$ cat config.mk
export PLATFORM = sky130hd
export DESIGN_NAME = pc_ctrl
export DESIGN_NICKNAME = d
export VERILOG_FILES = /design/src/rtl/pc_pkg.sv /design/src/rtl/pc_reg.sv /design/src/rtl/pc_ctrl.sv
export SDC_FILE = /design/constraint.sdc
export NUM_CORES = 1
export LEC_CHECK = 0
export ABC_CLOCK_PERIOD_IN_PS = 2100
export BUFFER_PORTS_ARGS = -buffer_cell sky130_fd_sc_hd__buf_4
export CORE_AREA = 3 3 97 99
export CTS_BUF_LIST = sky130_fd_sc_hd__clkbuf_4 sky130_fd_sc_hd__clkbuf_8
export CTS_CLUSTER_SIZE = 12
export DETAILED_ROUTE_END_ITERATION = 10
export DIE_AREA = 0 0 100 102
export GPL_TIMING_DRIVEN = 0
export PLACE_DENSITY = 0.84
export SLEW_MARGIN = 20
export SYNTH_ARGS = -nofsm -noshare
export SYNTH_HDL_FRONTEND = slang
export SYNTH_SLANG_ARGS = --single-unit
$ cat constraint.sdc
create_clock -name i_clk -period 2.1 [get_ports i_clk]
set_input_delay 0.21 -clock i_clk [delete_from_list [all_inputs] [get_ports i_clk]]
set_output_delay 0.21 -clock i_clk [all_outputs]
set_load 0.01 [all_outputs]
$ cat src/rtl/pc_pkg.sv
// Shared definitions for the program-counter controller: FSM state
// encoding and the default parameter values used by pc_ctrl.
package pc_pkg;

  // Two-bit control state; the encoding is fixed here so every user agrees.
  typedef enum logic [1:0] {
    ST_RUN    = 2'b00,
    ST_HALTED = 2'b01,
    ST_STEP   = 2'b10
  } pc_state_e;

  localparam int unsigned PC_SZ_DEF    = 32'd32;
  localparam int unsigned PC_INC_DEF   = 32'd4;
  localparam int unsigned RESET_PC_DEF = 32'd0;
  localparam int unsigned CNT_SZ_DEF   = 32'd32;

  // True in the states where the fetch stream is allowed to move.
  function automatic logic state_active(input pc_state_e st);
    logic act;
    case (st)
      ST_RUN:  act = 1'b1;
      ST_STEP: act = 1'b1;
      default: act = 1'b0;
    endcase
    return act;
  endfunction

endpackage

$ cat src/rtl/pc_reg.sv
// Program-counter storage: a load-enabled register with synchronous reset.
module pc_reg #(
  parameter int unsigned      PC_SZ    = 32'd32,
  parameter logic [PC_SZ-1:0] RESET_PC = '0
) (
  input  logic             clk,
  input  logic             reset,
  input  logic             load,
  input  logic [PC_SZ-1:0] d,
  output logic [PC_SZ-1:0] q
);

  logic [PC_SZ-1:0] pc_r;

  // Hold the PC, replacing it only when the controller says it advances.
  always_ff @(posedge clk) begin
    if (reset) begin
      pc_r <= RESET_PC;
    end else if (load) begin
      pc_r <= d;
    end else begin
      pc_r <= pc_r;
    end
  end

  assign q = pc_r;

endmodule

$ cat src/rtl/pc_ctrl.sv
// Program-counter controller: RUN/HALTED/STEP debug FSM, next-PC selection
// (redirect beats stall), and a counter of PC advances since reset.
module pc_ctrl
  import pc_pkg::*;
#(
  parameter int unsigned      PC_SZ    = PC_SZ_DEF,
  parameter int unsigned      PC_INC   = PC_INC_DEF,
  parameter logic [PC_SZ-1:0] RESET_PC = PC_SZ'(RESET_PC_DEF),
  parameter int unsigned      CNT_SZ   = CNT_SZ_DEF
) (
  input  logic              i_clk,
  input  logic              i_reset,
  input  logic              i_enable,
  input  logic              i_stall,
  input  logic              i_redirect,
  input  logic [PC_SZ-1:0]  i_target,
  input  logic              i_halt,
  input  logic              i_step,
  input  logic              i_resume,
  output logic [PC_SZ-1:0]  o_pc,
  output logic [PC_SZ-1:0]  o_pc_next,
  output logic              o_valid,
  output logic              o_halted,
  output logic [CNT_SZ-1:0] o_fetch_cnt
);

  localparam logic [PC_SZ-1:0]  PC_INC_V = PC_SZ'(PC_INC);
  localparam logic [CNT_SZ-1:0] CNT_ONE  = {{(CNT_SZ-1){1'b0}}, 1'b1};

  pc_state_e         state_r;
  pc_state_e         state_next_s;
  logic              halted_r;
  logic [CNT_SZ-1:0] cnt_r;
  logic [PC_SZ-1:0]  pc_s;
  logic [PC_SZ-1:0]  pc_seq_s;
  logic [PC_SZ-1:0]  pc_load_s;
  logic              active_s;
  logic              advance_s;

  assign active_s  = state_active(state_r);
  // A redirect is a resolved control transfer, so it pushes through a stall.
  assign advance_s = active_s & i_enable & (~i_stall | i_redirect);
  assign pc_seq_s  = pc_s + PC_INC_V;

  // Next-PC mux: redirect target taken verbatim, otherwise sequential.
  always_comb begin
    pc_load_s = pc_seq_s;
    if (i_redirect) begin
      pc_load_s = i_target;
    end else begin
      pc_load_s = pc_seq_s;
    end
  end

  pc_reg #(
    .PC_SZ    (PC_SZ),
    .RESET_PC (RESET_PC)
  ) u_pc_reg (
    .clk   (i_clk),
    .reset (i_reset),
    .load  (advance_s),
    .d     (pc_load_s),
    .q     (pc_s)
  );

  // Debug FSM next-state: halt only heeded in RUN, step/resume only in HALTED.
  always_comb begin
    state_next_s = state_r;
    case (state_r)
      ST_RUN: begin
        if (i_halt) begin
          state_next_s = ST_HALTED;
        end else begin
          state_next_s = ST_RUN;
        end
      end
      ST_HALTED: begin
        if (i_resume) begin
          state_next_s = ST_RUN;
        end else if (i_step) begin
          state_next_s = ST_STEP;
        end else begin
          state_next_s = ST_HALTED;
        end
      end
      ST_STEP: begin
        if (advance_s) begin
          state_next_s = ST_HALTED;
        end else begin
          state_next_s = ST_STEP;
        end
      end
      default: state_next_s = ST_RUN;
    endcase
  end

  // State register plus a registered HALTED decode for o_halted.
  always_ff @(posedge i_clk) begin
    if (i_reset) begin
      state_r  <= ST_RUN;
      halted_r <= 1'b0;
    end else begin
      state_r  <= state_next_s;
      halted_r <= (state_next_s == ST_HALTED);
    end
  end

  // Count every PC advance; the counter wraps silently.
  always_ff @(posedge i_clk) begin
    if (i_reset) begin
      cnt_r <= '0;
    end else if (advance_s) begin
      cnt_r <= cnt_r + CNT_ONE;
    end else begin
      cnt_r <= cnt_r;
    end
  end

  assign o_pc        = pc_s;
  assign o_pc_next   = pc_seq_s;
  assign o_valid     = active_s & i_enable & ~i_stall;
  assign o_halted    = halted_r;
  assign o_fetch_cnt = cnt_r;

endmodule

---- Word level (Yosys, flattened, before mapping) ----
Cells that the tools add are included.
operators by class
  multipliers ............................. 0
  add/sub/neg operators ................... 2
  divide/modulo/power cells ............... 0
  eq/ne operators ......................... 3
  shifts and indexed selects .............. 0
  reductions and logical operators ........ 2
  bitwise gates (word level) .............. 5
  mux-type cells .......................... 7
  $lt $le $gt $ge ......................... 0
operator list
  kind                                            count
  adder 32 x 1 -> 32 bit (second input constant)  1
  adder 32 x 3 -> 32 bit (second input constant)  1
  2-to-1 mux 32 bit                               1
  2-to-1 mux 2 bit                                3
  one-hot mux 2 bit (3 select lines)              1
  == test 2 x 1 -> 1 bit (second input constant)  2
  AND 1 bit                                       3
  == test 2 bit (second input constant)           1
  zero test 2 bit                                 1
  2-to-1 mux 1 bit                                2
  OR reduction 2 bit                              1
  inverter 1 bit                                  1
  OR 1 bit                                        1
storage, ports and cells
  register bits ........................... 67
  memory bits (read-only) ................. 0
  bits of input ports ..................... 40
  bits in writable memories ............... 0
  word-level logic and storage cells ...... 23
  output and inout port bits .............. 98
  memories kept ........................... 0
  latch bits .............................. 0

---- Depth between registers and ports, before layout ----
Gate-level depths: netlist (run 1).
  depth in word-level cells ............... 8
  mapped depth ............................ 7
  mapped depth without buffers ............ 6

---- By module ----
A second synthesis (run 1) with hierarchy kept.
unflattened totals
  cell total of the unflattened synthesis .. 482
  area, all modules ....................... 4030.1 sq um
by module, submodules not included
  module   instances  seq. area each (sq um)  area each (sq um)  cells an instance
  pc_ctrl  1          700.7                   2866.5             379
  pc_reg   1          640.6                   1163.6             103

---- Worst setup path after synthesis (run 1) ----
OpenSTA, ideal clock, no wires.
  path kind ............................... register -> register
  from .................................... register u_pc_reg.pc_r[2], in the netlist u_pc_reg.q[2]
  to ...................................... register u_pc_reg.pc_r[26], in the netlist u_pc_reg.q[26]
  library setup time ...................... 0.074 ns
  stages on the path, launching flop included .. 7
  data arrival time ....................... 2.193 ns
  period minus slack after synthesis ...... 2.267 ns
  buffers on the path ..................... 0
  data required time ...................... 2.026 ns
  slack ................................... -0.167 ns
  cell sequence ........................... dfxtp_1 > ha_1 > nand3_1 > or2_1 > or4_4 > or4_1 > a31oi_1
between the ends
  cells in the longest elaborated chain, start to end .. 2
ends and longest elaborated chain
  item                    line           text
  start, declared         pc_reg.sv:13   logic [PC_SZ-1:0] pc_r;
  start signal, assigned  pc_reg.sv:22   pc_r <= pc_r;
  adder 32 x 3 -> 32 bit  pc_ctrl.sv:43  assign pc_seq_s = pc_s + PC_INC_V;
  2-to-1 mux 32 bit       pc_ctrl.sv:48  if (i_redirect) begin
No other way between the ends.
A chain may end at the register's enable or synchronous reset.

---- Worst setup path in the final report (run 1) ----
  from .................................... register u_pc_reg.pc_r[13], in the netlist u_pc_reg.q[13]
  to ...................................... output o_pc_next[23]
between the ends
  cells in the longest elaborated chain, start to end .. 1
ends and longest elaborated chain
  item                    line           text
  adder 32 x 3 -> 32 bit  pc_ctrl.sv:43
  end, declared           pc_ctrl.sv:21  output logic [PC_SZ-1:0] o_pc_next,
No other way between the ends.

==> impl_metrics.toml, run 1 <==
[run_status]
status = "finished with violations"
violations = "negative setup slack"

[global_route]
gr-max-usage-layer = "met2"
use_met3 = 0.0621
grt_pass1_vias = 4871
use_met1 = 0.361
grt_use_met2 = 0.492
grt_pass1_wl_um = 24200
antenna_found_initial = 0
grt_use_total = 0.296
grt_max_degree = 15
grt_overflow = 0

[timing]
finalClockSkew_ps = 13.2
rsz0062_at_grt = "yes"
tns_ps = -2560
finalCritPeriodShare = 1.14
slew_headroom = 0.499
timing.final.ws_setup_ps = -284
holdWs_ps = 108
setup_violations = 20
finalCriticalPeriod_ps = 2380
clock.fmax_ghz = 0.420
tightest_slew_ps = 751
slew_viol_final = 0
timing.final.hold_violations = 0

[placed_design]
gp_congestion = 0.964
port_buffers = 136
hpwl_um = 10500
placed_cell_area_um2 = 5190

[drt]
dr.first_iter.drc_count = 602
dr.pass1.iters = 7
avgRoutedWirePerCell_um = 19.7
antenna_left = 0
drc = 0
drt-total-wl_um = 16800
vias_per_cell = 6.12
vias = 5206

[cells_and_area]
drive_above_1_share = 0.423
final_nets = 780
area_growth_syn_to_layout_pct = 58.9
diodes = 0
nFillCells = 633
final_area_um2 = 6370

[yosys]
yosysSeqAreaShare = 0.335
synth_top_family_by_area = "simple AND/OR/NAND/NOR gates"
synthDistinctLibCells = 56
synth_edf_count = 0
synth-xor-area-share = 0.111
synth_area_leader_cell = "dfxtp_1"
yosys.area.top_type_share = 0.335
yosys_register_bits = 67
synth_mux_area_frac = 0.0103
synth_fa_ha_area_frac = 0.00625
ys_top_cells_by_area = "dfxtp_1, xnor2_1, nand2_1, nor2_1, xor2_1"
synthFlopType = "dfxtp_1"
synth_area_um2 = 4010
yosys.area_share.simple = 0.329
synth_compound_area_frac = 0.159
avgSynthCellArea_um2 = 7.59
synth_cells = 528
async_flop_share = 0
synth_fp_nets = 570
ys.warnings.count = 0

[cts]
cts_root_buffer = "clkbuf_8"
clk_pin_slew_worst_paths_ps = 90
cts_inserted_buffers = 9
cts_max_level = 3
clkSinkCount = 67
clock_path_buffers = 2
cts_tree = "yes"
insertion_delay_ps = 360

[die]
ios = 138
die_w_um = 100
die_height_um = 102
coreArea_um2 = 8640
initial_core_util = 0.464
dieArea_um2 = 10200
rows = 34

[critical_path]
arrival_ps = 2170
path_class = "flip-flop to primary output"
cp-start-kind = "flip-flop"
crit_required_ps = 1890
crit_path_end_kind = "primary output"
cp_max_fo = 3

[power]
peakVddDrop_v = 0.000318
power_w = 0.00333
p_leak_nw = 2.78
powerDensity_nw_per_um2 = 523

[worst_hold_path]
holdCritPathClass = "input pin to flip-flop"

[run]
maxCapViolations = 0
==> per-stage QoR <==
step | std cells | worst slack [ps] | util
2_1_floorplan | 528 | 0.306 | -
3_3_place_gp | 772 | -238 | 0.601
3_5_place_dp | 772 | -269 | 0.601
4_1_cts | 832 | -148 | 0.701
5_1_grt | 851 | -377 | 0.737
6_report | 851 | -284 | 0.737
==> flip-flops by register name (all words and copies together) (netlist names) <==
register and count:
o_halted 1, o_fetch_cnt 32, u_pc_reg.q 32, state_r 2
==> final cells by class <==
| cell class | count | area (um^2) | share of cell area |
|---|---|---|---|
| inverter | 10 | 37.5 | 0.00590 |
| clock buffer | 9 | 124 | 0.0195 |
| buffer | 35 | 190 | 0.0299 |
| tap | 108 | 135 | 0.0212 |
| clock inverter | 7 | 108 | 0.0169 |
| multi-input combinational | 413 | 2800 | 0.440 |
| sequential | 67 | 1420 | 0.223 |
| timing repair buffer | 202 | 1550 | 0.244 |
==> critical path: stages (launching register included) <==
cell and delay (ps):
dfxtp_4 360, nand4_1 160, buf_4 190, buf_6 110, nor4_4 290, nand2_1 140
nor2_1 200, xor2_1 200, buf_4 150
==> final timing paths <==
| kind | start | end | slack [ps] | depth (start not counted) |
|---|---|---|---|---|
| setup / recovery | u_pc_reg.q[13] | o_pc_next[23] | -280 | 8 |
| hold / removal | i_target[1] | u_pc_reg.q[1] | 110 | 3 |
| setup reg to reg | u_pc_reg.q[13] | u_pc_reg.q[20] | -120 | 9 |
| hold reg to reg | u_pc_reg.q[0] | u_pc_reg.q[0] | 490 | 2 |
==> power by group <==
part | leakage [nW] | internal (W) | switching, W
combinational | 2.10 | 0.000295 | 0.000340
clock | 0.114 | 0.000694 | 0.000616
sequential | 0.561 | 0.00131 | 0.0000753
==> layout by cell type, fill, tap and decap left out, types with 4 or more instances in the layout <==
| cell type | n |
|---|---|
| a211oi_1 | 7 |
| a21oi_1 | 28 |
| a22oi_1 | 5 |
| a31oi_1 | 11 |
| and2_1 | 4 |
| and3_1 | 10 |
| and3_4 | 4 |
| and4_4 | 4 |
| buf_4 | 194 |
| buf_6 | 13 |
| clkbuf_1 | 18 |
| clkbuf_2 | 5 |
| clkbuf_8 | 11 |
| dfxtp_1 | 40 |
| dfxtp_2 | 10 |
| dfxtp_4 | 17 |
| inv_1 | 9 |
| nand2_1 | 56 |
| nand2_2 | 5 |
| nand2b_1 | 4 |
| nand3_1 | 24 |
| nand4_1 | 18 |
| nor2_1 | 54 |
| nor2b_1 | 4 |
| nor3_1 | 11 |
| nor3_4 | 5 |
| nor4_1 | 8 |
| nor4_2 | 4 |
| nor4_4 | 5 |
| o21ai_0 | 19 |
| o31ai_1 | 4 |
| or3_1 | 7 |
| or4_1 | 4 |
| or4_4 | 4 |
| xnor2_1 | 26 |
| xnor2_2 | 4 |
| xor2_1 | 21 |
==> cells in the mapped netlist (3+ instances only) <==
master	count
buf_2	5
dfxtp_1	67
or4_1	7
o21ai_0	20
a311oi_1	3
nor3_1	16
nor2b_1	4
nor4_1	15
and4_1	5
buf_1	3
a211oi_1	7
o31ai_1	4
and3_1	14
mux2i_1	3
xnor2_1	30
nand3_1	25
clkbuf_1	28
a22oi_1	5
nand2_1	63
o211ai_1	3
xor2_1	21
and2_1	5
nand4_1	18
nor2_1	59
nand2b_1	4
a31oi_1	11
inv_1	10
a21oi_1	28
or3_1	9
==> logic make-up after synthesis <==
kind of cell / Yosys count
buf+inv: 48
compound gates: 100
xor+xnor: 51
fa+ha+maj: 2
mux: 4
flops: 67
simple gates: 256
==> what timing repair did <==
action / in CTS / in global routing
hold buffers: 0 / 0
endpoints found under the setup margin: 41 / 42
buffers inserted: 46 / 24
gates resized for setup: 91 / 49
pin swaps: 25 / 32
==> metal layers <==
metal  wire length, um  vias up
met5                 0        -
li1                  -     2332
met2              8030      408
met1              6140     2378
met3              1840       88
met4               761        0
No activity file was read; power rests on OpenSTA's default activity.
==> run 2: changes to the inputs <==
--- a/config.mk
+++ b/config.mk
@@ -14,6 +14,7 @@
 export DIE_AREA = 0 0 100 102
 export GPL_TIMING_DRIVEN = 0
 export PLACE_DENSITY = 0.84
+export REMOVE_ABC_BUFFERS = 1
 export SLEW_MARGIN = 20
 export SYNTH_ARGS = -nofsm -noshare
 export SYNTH_HDL_FRONTEND = slang
==> run 2 against run 1 <==
  * The flow still finishes with violations (negative setup slack)
  * Register-to-register slack about the same
  * First-iteration DRC count fell by 37%
  * Final cell count shrank 5.6%
  * Critical path type unchanged
  * Clock skew fell by 4.3 ps
  * Sequential power about the same
  * Flip-flop and latch count unchanged
  * Cell area shrank 6.0%
  * Worst setup slack better by 87 ps
  * Clock-buffer cell count unchanged
  * Non-clock buffer count shrank 48
  * Routed wire length decreased by 15%
==> impl_metrics.toml, run 2 (synthesis results as in run 1) <==
[run_status]
status = "finished with violations"
violations = "negative setup slack"

[timing]
setup_violations = 23
finalClockSkew_ps = 8.95
finalCritPeriodShare = 1.09
clock.fmax_ghz = 0.435
tightest_slew_ps = 771
rsz0062_at_grt = "yes"
slew_viol_final = 0
finalCriticalPeriod_ps = 2300
timing.final.ws_setup_ps = -197
timing.final.hold_violations = 0
tns_ps = -2620
slew_headroom = 0.486

[critical_path]
path_class = "flip-flop to primary output"
crit_required_ps = 1890
arrival_ps = 2090
cp_max_fo = 6
cp-start-kind = "flip-flop"
crit_path_end_kind = "primary output"
r2r_setup_slack_ps = -110

[global_route]
grt_max_degree = 70
grt_pass1_vias = 4268
grt_overflow = 0
grt_pass1_wl_um = 21100
grt_use_total = 0.252
antenna_found_initial = 0

[drt]
drc = 0
vias = 4829
dr.first_iter.drc_count = 379
avgRoutedWirePerCell_um = 17.8
antenna_left = 0
dr.pass1.iters = 5
vias_per_cell = 6.01
drt-total-wl_um = 14300

[die]
rows = 34
coreArea_um2 = 8640
die_height_um = 102
initial_core_util = 0.464
ios = 138
dieArea_um2 = 10200
die_w_um = 100

[cells_and_area]
drive_above_1_share = 0.396
finalNonFillerCells = 803
seq_area_um2 = 1410
multi_input_area_um2 = 2750
final_nets = 732
nFillCells = 639
area_growth_syn_to_layout_pct = 49.4
mostFrequentLayoutCells = "buf_4, nand2_1, nor2_1"
diodes = 0
final_core_util = 0.693
layout_commonest_cell = "buf_4"

[cts]
cts_max_level = 3
postCtsHoldBufs = 0
clock_path_buffers = 2
cts_root_buffer = "clkbuf_8"
insertion_delay_ps = 350
clkSinkCount = 67
cts_tree = "yes"
clk_pin_slew_worst_paths_ps = 80
cts_inserted_buffers = 9

[placed_design]
hpwl_um = 8690
gp_congestion = 0.898
dp_cells = 736
port_buffers = 137

[power]
power_w = 0.00305
p_leak_nw = 2.57
powerDensity_nw_per_um2 = 509
peakVddDrop_v = 0.000331

[worst_hold_path]
holdCritPathClass = "input pin to flip-flop"

[run]
maxCapViolations = 0
run 2: metal layers:
| metal | track usage | share of wire |
|---|---|---|
| met1 | 0.321 | 0.38 |
| met2 | 0.427 | 0.50 |
| met3 | 0.0512 | 0.089 |
| met4 | 0.0881 | 0.036 |
| met5 | 0 | 0 |
run 2: cell type report:
| class | count | area share |
|---|---|---|
| Inverter | 10 | 0.00690 |
| Timing Repair Buffer | 189 | 0.244 |
| Clock buffer | 9 | 0.0207 |
| Tap cell | 108 | 0.0226 |
| Clock inverter | 7 | 0.0115 |
| Sequential cell | 67 | 0.235 |
| Multi-Input combinational cell | 413 | 0.459 |
run 2: metrics by stage:
stage	worst slack (ps)	area (um^2)	hold WS [ps]
after floorplan	-167	3850	279
after global placement	-1050	5010	459
after detailed placement	-693	5030	468
after CTS	-256	5600	96.8
after global routing	-293	5980	104
final	-197	5980	104
run 2: worst paths after layout:
check / cells past startpoint / from / to
min reg2reg: 2 / u_pc_reg.q[0] / u_pc_reg.q[0]
min: 3 / i_target[1] / u_pc_reg.q[1]
max reg2reg: 8 / u_pc_reg.q[12] / u_pc_reg.q[22]
max: 6 / u_pc_reg.q[3] / o_pc_next[26]
run 2: repair_timing:
| action | in CTS | in global routing |
|---|---|---|
| endpoints found under the hold margin | 0 | 0 |
| pin swaps | 16 | 32 |
| setup endpoints to repair | 72 | 42 |
| setup buffers | 25 | 29 |
| resized for setup | 57 | 53 |
run 2: power breakdown:
| group | total, W | internal, W | leakage [nW] | switching [W] |
|---|---|---|---|---|
| Combinational | 0.000564 | 0.000271 | 1.91 | 0.000293 |
| Clock | 0.00109 | 0.000544 | 0.0950 | 0.000545 |
| Sequential | 0.00139 | 0.00131 | 0.559 | 0.0000836 |
| Total | 0.00305 | 0.00213 | 2.57 | 0.000921 |
run 2: worst max-delay path, stage by stage, from the launching register on:
cell and delay, ps:
dfxtp_4 380, ha_4 160, nand3_4 120, or2_4 320
or4_4 470, xnor2_2 150, buf_4 140
